## src/rtl/vga_timing_pkg.sv

```systemverilog
// Shared timing types and defaults for the VGA sync generator.
// Phase encoding and a reference phase decoder for one display axis.
package vga_timing_pkg;

  typedef enum logic [1:0] {
    PH_ACTIVE,
    PH_FRONT,
    PH_SYNC,
    PH_BACK
  } phase_t;

  localparam int unsigned CLK_DIV_DEF  = 4;
  localparam int unsigned H_ACTIVE_DEF = 640;
  localparam int unsigned H_FP_DEF     = 16;
  localparam int unsigned H_SYNC_DEF   = 96;
  localparam int unsigned H_BP_DEF     = 48;
  localparam int unsigned V_ACTIVE_DEF = 480;
  localparam int unsigned V_FP_DEF     = 10;
  localparam int unsigned V_SYNC_DEF   = 2;
  localparam int unsigned V_BP_DEF     = 33;

  function automatic phase_t phase_of(
    input int unsigned cnt,
    input int unsigned act,
    input int unsigned fp,
    input int unsigned sync
  );
    if (cnt < act)
      return PH_ACTIVE;
    else if (cnt < act + fp)
      return PH_FRONT;
    else if (cnt < act + fp + sync)
      return PH_SYNC;
    else
      return PH_BACK;
  endfunction

endpackage

```

## src/rtl/vga_sync_gen_if.sv

```systemverilog
// Timing bundle between the sync generator and the display buffer.
// master drives sync/flags/counters, slave drives the run enable.
interface vga_sync_if #(
  parameter int unsigned HW = 10,
  parameter int unsigned VW = 10
);
  logic          en;
  logic          HS;
  logic          VS;
  logic          DF_VGA;
  logic          DF_UART;
  logic [HW-1:0] h_cnt;
  logic [VW-1:0] v_cnt;

  modport master (
    input  en,
    output HS, VS, DF_VGA, DF_UART,
    output h_cnt, v_cnt
  );

  modport slave (
    output en,
    input  HS, VS, DF_VGA, DF_UART,
    input  h_cnt, v_cnt
  );
endinterface

```

## src/rtl/vga_axis_counter.sv

```systemverilog
// One display axis: position counter plus its four-phase FSM.
// phase is the phase the axis holds after the coming edge.
module vga_axis_counter
  import vga_timing_pkg::*;
#(
  parameter  int unsigned ACTIVE = 640,
  parameter  int unsigned FP     = 16,
  parameter  int unsigned SYNC   = 96,
  parameter  int unsigned BP     = 48,
  localparam int unsigned TOTAL  = ACTIVE + FP + SYNC + BP,
  localparam int unsigned W      = $clog2(TOTAL)
) (
  input  logic         clk,
  input  logic         rst,
  input  logic         step,
  output logic [W-1:0] cnt,
  output phase_t       phase,
  output logic         wrap
);

  localparam logic [W-1:0] LAST   = W'(TOTAL - 1);
  localparam logic [W-1:0] E_ACT  = W'(ACTIVE - 1);
  localparam logic [W-1:0] E_FP   = W'(ACTIVE + FP - 1);
  localparam logic [W-1:0] E_SYNC = W'(ACTIVE + FP + SYNC - 1);

  logic [W-1:0] cnt_q, cnt_d;
  phase_t       phase_q, phase_d;

  always_comb begin
    cnt_d   = cnt_q;
    phase_d = phase_q;
    wrap    = step && (cnt_q == LAST);
    if (step) begin
      cnt_d = wrap ? '0 : cnt_q + 1'b1;
      unique case (phase_q)
        PH_ACTIVE: if (cnt_q == E_ACT)  phase_d = PH_FRONT;
        PH_FRONT:  if (cnt_q == E_FP)   phase_d = PH_SYNC;
        PH_SYNC:   if (cnt_q == E_SYNC) phase_d = PH_BACK;
        PH_BACK:   if (cnt_q == LAST)   phase_d = PH_ACTIVE;
      endcase
    end
  end

  always_ff @(posedge clk) begin
    if (rst) begin
      cnt_q   <= '0;
      phase_q <= PH_ACTIVE;
    end else begin
      cnt_q   <= cnt_d;
      phase_q <= phase_d;
    end
  end

  assign cnt   = cnt_q;
  assign phase = phase_d;

  // FSM state must always agree with a direct decode of the count
  a_phase_consistent: assert property (
    @(posedge clk) disable iff (rst)
    phase_q == phase_of(32'(cnt_q), ACTIVE, FP, SYNC)
  );

endmodule

```

## src/rtl/vga_sync_gen.sv

```systemverilog
// VGA timing generator: pixel-tick divider, H/V axes and
// registered HS/VS/DF_VGA plus the end-of-frame DF_UART pulse.
module vga_sync_gen
  import vga_timing_pkg::*;
#(
  parameter int unsigned CLK_DIV  = CLK_DIV_DEF,
  parameter int unsigned H_ACTIVE = H_ACTIVE_DEF,
  parameter int unsigned H_FP     = H_FP_DEF,
  parameter int unsigned H_SYNC   = H_SYNC_DEF,
  parameter int unsigned H_BP     = H_BP_DEF,
  parameter int unsigned V_ACTIVE = V_ACTIVE_DEF,
  parameter int unsigned V_FP     = V_FP_DEF,
  parameter int unsigned V_SYNC   = V_SYNC_DEF,
  parameter int unsigned V_BP     = V_BP_DEF,
  parameter bit          SYNC_POL = 1'b0
) (
  input logic       clk,
  input logic       rst,
  vga_sync_if.master bus
);

  localparam int unsigned H_TOTAL = H_ACTIVE + H_FP + H_SYNC + H_BP;
  localparam int unsigned V_TOTAL = V_ACTIVE + V_FP + V_SYNC + V_BP;
  localparam int unsigned HW = $clog2(H_TOTAL);
  localparam int unsigned VW = $clog2(V_TOTAL);
  localparam int unsigned DW = (CLK_DIV > 1) ? $clog2(CLK_DIV) : 1;

  localparam logic [DW-1:0] DIV_LAST = DW'(CLK_DIV - 1);
  localparam logic [VW-1:0] V_LAST_ACT = VW'(V_ACTIVE - 1);
  localparam logic [HW-1:0] H_LAST = HW'(H_TOTAL - 1);

  logic [DW-1:0] div_q, div_d;
  logic          hs_q, hs_d;
  logic          vs_q, vs_d;
  logic          df_vga_q, df_vga_d;
  logic          df_uart_q, df_uart_d;
  logic          tick;

  logic [HW-1:0] h_cnt;
  logic [VW-1:0] v_cnt;
  phase_t        h_phase, v_phase;
  logic          h_wrap, v_wrap;

  assign tick = bus.en && (div_q == DIV_LAST);

  vga_axis_counter #(
    .ACTIVE (H_ACTIVE),
    .FP     (H_FP),
    .SYNC   (H_SYNC),
    .BP     (H_BP)
  ) u_h (
    .clk   (clk),
    .rst   (rst),
    .step  (tick),
    .cnt   (h_cnt),
    .phase (h_phase),
    .wrap  (h_wrap)
  );

  vga_axis_counter #(
    .ACTIVE (V_ACTIVE),
    .FP     (V_FP),
    .SYNC   (V_SYNC),
    .BP     (V_BP)
  ) u_v (
    .clk   (clk),
    .rst   (rst),
    .step  (h_wrap),
    .cnt   (v_cnt),
    .phase (v_phase),
    .wrap  (v_wrap)
  );

  // Flags track the axes' next phase so they line up with the counters
  always_comb begin
    div_d     = div_q;
    hs_d      = hs_q;
    vs_d      = vs_q;
    df_vga_d  = df_vga_q;
    df_uart_d = 1'b0;
    if (bus.en) begin
      div_d     = (div_q == DIV_LAST) ? '0 : div_q + 1'b1;
      hs_d      = (h_phase == PH_SYNC) ? SYNC_POL : ~SYNC_POL;
      vs_d      = (v_phase == PH_SYNC) ? SYNC_POL : ~SYNC_POL;
      df_vga_d  = (h_phase == PH_ACTIVE) && (v_phase == PH_ACTIVE);
      df_uart_d = h_wrap && (v_cnt == V_LAST_ACT);
    end
  end

  always_ff @(posedge clk) begin
    if (rst) begin
      div_q     <= '0;
      hs_q      <= ~SYNC_POL;
      vs_q      <= ~SYNC_POL;
      df_vga_q  <= 1'b0;
      df_uart_q <= 1'b0;
    end else begin
      div_q     <= div_d;
      hs_q      <= hs_d;
      vs_q      <= vs_d;
      df_vga_q  <= df_vga_d;
      df_uart_q <= df_uart_d;
    end
  end

  assign bus.HS      = hs_q;
  assign bus.VS      = vs_q;
  assign bus.DF_VGA  = df_vga_q;
  assign bus.DF_UART = df_uart_q;
  assign bus.h_cnt   = h_cnt;
  assign bus.v_cnt   = v_cnt;

  a_v_wrap_at_h_wrap: assert property (
    @(posedge clk) disable iff (rst)
    v_wrap |-> (h_cnt == H_LAST)
  );

endmodule

```

## src/flat_wrapper.sv

```systemverilog
// flat-port wrapper written by rule: the top's interface ports become plain ports
module vga_sync_gen_flat import vga_timing_pkg::*;
#(
  parameter int unsigned CLK_DIV  = CLK_DIV_DEF,
  parameter int unsigned H_ACTIVE = H_ACTIVE_DEF,
  parameter int unsigned H_FP     = H_FP_DEF,
  parameter int unsigned H_SYNC   = H_SYNC_DEF,
  parameter int unsigned H_BP     = H_BP_DEF,
  parameter int unsigned V_ACTIVE = V_ACTIVE_DEF,
  parameter int unsigned V_FP     = V_FP_DEF,
  parameter int unsigned V_SYNC   = V_SYNC_DEF,
  parameter int unsigned V_BP     = V_BP_DEF,
  parameter bit          SYNC_POL = 1'b0
)
  (clk, rst, bus_en, bus_HS, bus_VS, bus_DF_VGA, bus_DF_UART, bus_h_cnt, bus_v_cnt);
  vga_sync_if #(.HW(10), .VW(10)) bus_i ();
  input logic clk;
  input logic rst;
  input wire logic [$bits(bus_i.en)-1:0] bus_en;
  output wire logic [$bits(bus_i.HS)-1:0] bus_HS;
  output wire logic [$bits(bus_i.VS)-1:0] bus_VS;
  output wire logic [$bits(bus_i.DF_VGA)-1:0] bus_DF_VGA;
  output wire logic [$bits(bus_i.DF_UART)-1:0] bus_DF_UART;
  output wire logic [$bits(bus_i.h_cnt)-1:0] bus_h_cnt;
  output wire logic [$bits(bus_i.v_cnt)-1:0] bus_v_cnt;
  assign bus_i.en = bus_en;
  assign bus_HS = bus_i.HS;
  assign bus_VS = bus_i.VS;
  assign bus_DF_VGA = bus_i.DF_VGA;
  assign bus_DF_UART = bus_i.DF_UART;
  assign bus_h_cnt = bus_i.h_cnt;
  assign bus_v_cnt = bus_i.v_cnt;
  vga_sync_gen #(.CLK_DIV(CLK_DIV), .H_ACTIVE(H_ACTIVE), .H_FP(H_FP), .H_SYNC(H_SYNC), .H_BP(H_BP), .V_ACTIVE(V_ACTIVE), .V_FP(V_FP), .V_SYNC(V_SYNC), .V_BP(V_BP), .SYNC_POL(SYNC_POL)) u_core (.clk(clk), .rst(rst), .bus(bus_i));
endmodule
```

## config.mk

```make
export PLATFORM = sky130hd
export DESIGN_NAME = vga_sync_gen_flat
export DESIGN_NICKNAME = d
export VERILOG_FILES = /design/src/rtl/vga_timing_pkg.sv /design/src/rtl/vga_sync_gen_if.sv /design/src/rtl/vga_axis_counter.sv /design/src/rtl/vga_sync_gen.sv /design/src/flat_wrapper.sv
export SDC_FILE = /design/constraint.sdc
export NUM_CORES = 1
export LEC_CHECK = 0
export ABC_CLOCK_PERIOD_IN_PS = 3000
export BUFFER_PORTS_ARGS = -buffer_cell sky130_fd_sc_hd__clkbuf_2
export CAP_MARGIN = 10
export CORE_UTILIZATION = 45
export DETAILED_ROUTE_END_ITERATION = 10
export GPL_ROUTABILITY_DRIVEN = 1
export PLACE_DENSITY = 0.76
export REMOVE_ABC_BUFFERS = 1
export SLEW_MARGIN = 15
export SYNTH_ARGS = -nofsm -noshare
export SYNTH_HDL_FRONTEND = slang
export SYNTH_HIERARCHICAL = 1
export SYNTH_SLANG_ARGS = --single-unit
```

## constraint.sdc

```tcl
create_clock -name clk -period 3 [get_ports clk]
set_clock_uncertainty 0.15 [all_clocks]
set_input_delay 0.15 -clock clk [delete_from_list [all_inputs] [get_ports clk]]
set_output_delay 0.15 -clock clk [all_outputs]
set_load 0.005 [all_outputs]
```

==> impl_metrics.sql <==
INSERT INTO impl_metrics (metric_group, metric, value, unit) VALUES
('clock_network', 'cts_tree', 'yes', ''),
('logic_synthesis', 'synth_cell_types', '44', ''),
('logic_synthesis', 'synthesis.instances', '177', ''),
('sta', 'setup_viol', '0', ''),
('worst_setup_path', 'critPathRequiredTime', '3130', 'ps'),
('route', 'viasPerCell', '5.23', ''),
('placement', 'buffer_ports.inserted', '26', ''),
('placement', 'dpl_worst_slack', '485', 'ps'),
('sta', 'final.setup.tns', '0', 'ps'),
('logic_synthesis', 'asr_flop_ratio_synth', '0', '%'),
('worst_setup_path', 'timing.reg2reg.worst_path_depth', '10', ''),
('cells_and_area', 'drive_gt1_share', '23.2', '%'),
('worst_setup_path', 'critical_path_arrival', '2690', 'ps'),
('clock_network', 'htree_num_levels', '2', ''),
('sta', 'post-route-period-util', '85.5', '%'),
('cells_and_area', 'multi_input_comb_area', '953', 'um2'),
('global_route', 'initial_antenna_violation_count', '0', ''),
('route', 'routedWlPerCell', '12.6', 'um'),
('clock_network', 'numCtsBuffers', '5', ''),
('route', 'detail_route.drc_violations', '0', ''),
('worst_setup_path', 'worst-path-max-fanout', '9', ''),
('worst_setup_path', 'worst_setup_path_end_kind', 'register', ''),
('sta', 'timing.final.hold_violations', '0', ''),
('sta', 'setup_ws', '435', 'ps'),
('placement', 'finalWeightedCongestion', '0.784', ''),
('cells_and_area', 'fillCellCount', '334', ''),
('global_route', 'grt.overflow.total', '0', ''),
('route', 'final_routed_wirelength_across_all_metal_layers', '3180', 'um'),
('die', 'ioPinCount', '27', ''),
('logic_synthesis', 'proportion_of_synthesized_chip_area_in_sequential_cells', '36.8', '%'),
('die', 'core_area', '3420', 'um2'),
('power', 'lkg_pwr', '0.725', 'nW'),
('sta', 'whs', '22.1', 'ps'),
('logic_synthesis', 'synth_top_cell_area_share', '36.8', '%'),
('worst_setup_path', 'crit_path_top_delay_cell', 'dfxtp_1', ''),
('die', 'floorplan.initialDensity', '47.8', '%'),
('logic_synthesis', 'most_frequently_used_cell_type_in_the_post_synthesis_netlist', 'dfxtp_1', ''),
('route', 'postRouteAntennaNets', '0', ''),
('route', 'drt_pass1_iterations', '4', ''),
('clock_network', 'worstSkewPairLatency', '340', 'ps'),
('cells_and_area', 'flow.area_growth_from_synthesis', '12.6', '%'),
('sta', 'worst_pin_slew', '351', 'ps'),
('clock_network', 'post_cts_resize_count', '0', ''),
('worst_setup_path', 'cpLargestDelayFamily', 'simple AND/OR/NAND/NOR gates', ''),
('logic_synthesis', 'ys_ff_latch', '30', ''),
('logic_synthesis', 'yosys_warnings', '6', ''),
('clock_network', 'cts.root.buffer_cell', 'clkbuf_4', ''),
('run_status', 'run_status', 'finished clean', ''),
('worst_setup_path', 'critical_path_class', 'register to register', ''),
('placement', 'post-dp-hpwl', '2250', 'um'),
('global_route', 'grt_start_max_net_pins', '15', ''),
('clock_network', 'clk_path_buf_depth', '2', ''),
('die', 'placementRows', '21', ''),
('worst_setup_path', 'worstPathBufferInverterCount', '1', ''),
('min_path', 'hold_depth', '3', ''),
('worst_setup_path', 'critical_path.cell_chain', 'ha_1, nand4_1, nor3_1, buf_4, and3_1, and3_4, and3_1, nor3_1, nor4_1, a31o_2', ''),
('min_path', 'path_category_of_the_worst_min_delay_check', 'input pin to register', ''),
('logic_synthesis', 'synthesis.area_per_instance', '9.22', 'um2'),
('sta', 'rsz0062_at_grt', 'no', ''),
('cells_and_area', 'n_antenna_cell', '0', ''),
('logic_synthesis', 'synth_enable_flop_cells', '0', ''),
('min_path', 'worstHoldStart', 'bus_en', ''),
('logic_synthesis', 'ys_top_cells_by_area', 'dfxtp_1 (37%), nor2_1 (6.0%), xnor2_1 (5.4%), xor2_1 (4.3%), ha_1 (3.8%)', ''),
('worst_setup_path', 'worst_path_largest_cell_delay', '410', 'ps'),
('route', 'route.vias.total', '1322', ''),
('clock_network', 'clk_pin_slew', '100', 'ps'),
('cells_and_area', 'nNetsFinal', '214', ''),
('power', 'power.density_cell_area', '368', 'nW/um2'),
('global_route', 'grt_first_pass_wirelength', '5640', 'um'),
('die', 'floorplan.die.width', '62.2', 'um'),
('die', 'floorplan.die.height', '62.2', 'um');
==> worst max path at each step <==
stage | startpoint | end | slack [ps] | cells after the start
floorplan | u_core/div_q[0] | u_core/bus.DF_VGA | 120 | 10
global placement | u_core/div_q[0] | u_core/bus.DF_VGA | 570 | 11
detailed placement | u_core/div_q[0] | u_core/bus.DF_VGA | 480 | 11
CTS | u_core/div_q[0] | u_core/bus.DF_VGA | 460 | 11
global route | u_core/div_q[0] | u_core/bus.DF_VGA | 210 | 11
finish | u_core/u_h/cnt[0] | u_core/bus.DF_VGA | 440 | 10
==> cells in the final DEF (no fill, tap or decap), types with 3 or more instances in the layout <==
cell	synthesis	layout
and3_1	5	5
clkbuf_2	0	26
clkbuf_4	0	5
dfxtp_1	30	30
ha_1	5	5
inv_1	6	6
mux2i_1	3	3
nand2_1	8	8
nand3_1	8	8
nand4_1	7	7
nand4b_1	4	4
nor2_1	26	26
nor3_1	9	9
nor4_1	3	3
nor4_2	4	4
xnor2_1	10	10
xor2_1	8	8
==> kinds of logic after synthesis <==
logic type | count (synthesis) | share of synthesized area [%]
flops | 30 | 36.8
fa+ha+maj | 5 | 3.83
mux | 3 | 1.84
xor+xnor | 18 | 9.66
simple gates | 98 | 37.8
buf+inv | 12 | 4.83
compound gates | 11 | 5.29
==> state kept, by name, indices dropped and copies added, names as in the netlist <==
register,count
u_core/div_q,2
u_core/bus.DF_UART,1
u_core/bus.HS,1
u_core/bus.VS,1
u_core/u_h/cnt,10
u_core/u_v/phase_q,2
u_core/u_v/cnt,10
u_core/bus.DF_VGA,1
u_core/u_h/phase_q,2
==> area by class of cell <==
type	instances	share of cell area (%)
Clock inverter	1	0.272
Timing Repair Buffer	28	7.89
Tap cell	46	3.13
Multi-Input combinational cell	135	51.8
Clock buffer	7	2.99
Inverter	6	1.22
Sequential cell	30	32.7
==> per-stage QoR <==
stage	cells	util (%)	cell area (um2)	total power, W
after floorplan	171	-	1580	0.000423
after global placement	245	52.1	1780	0.000433
after detailed placement	245	52.1	1780	0.000434
after CTS	253	53.8	1840	0.000683
after global routing	253	53.8	1840	0.000711
final	253	53.8	1840	0.000677
==> power breakdown <==
| part | total, W | switching, W | internal (W) |
|---|---|---|---|
| sequential | 0.000403 | 0.00000210 | 0.000401 |
| combinational | 0.0000207 | 0.0000127 | 0.00000797 |
| clock | 0.000253 | 0.000140 | 0.000113 |
| total | 0.000677 | 0.000154 | 0.000523 |
==> per-layer routing <==
| metal | track usage (%) | vias to the layer above | routed length (um) |
|---|---|---|---|
| li1 | - | 683 | - |
| met1 | 24.9 | 612 | 1630 |
| met2 | 27.3 | 24 | 1420 |
| met3 | 4.96 | 3 | 107 |
| met4 | 6.98 | 0 | 21 |
| met5 | 0 | - | 0 |
==> worst min-delay path, stage by stage <==
cell      delay [ps]
clkbuf_2         180
nand2_2           90
nor4_2            50
Note: power is estimated with default switching activity, not from simulation.
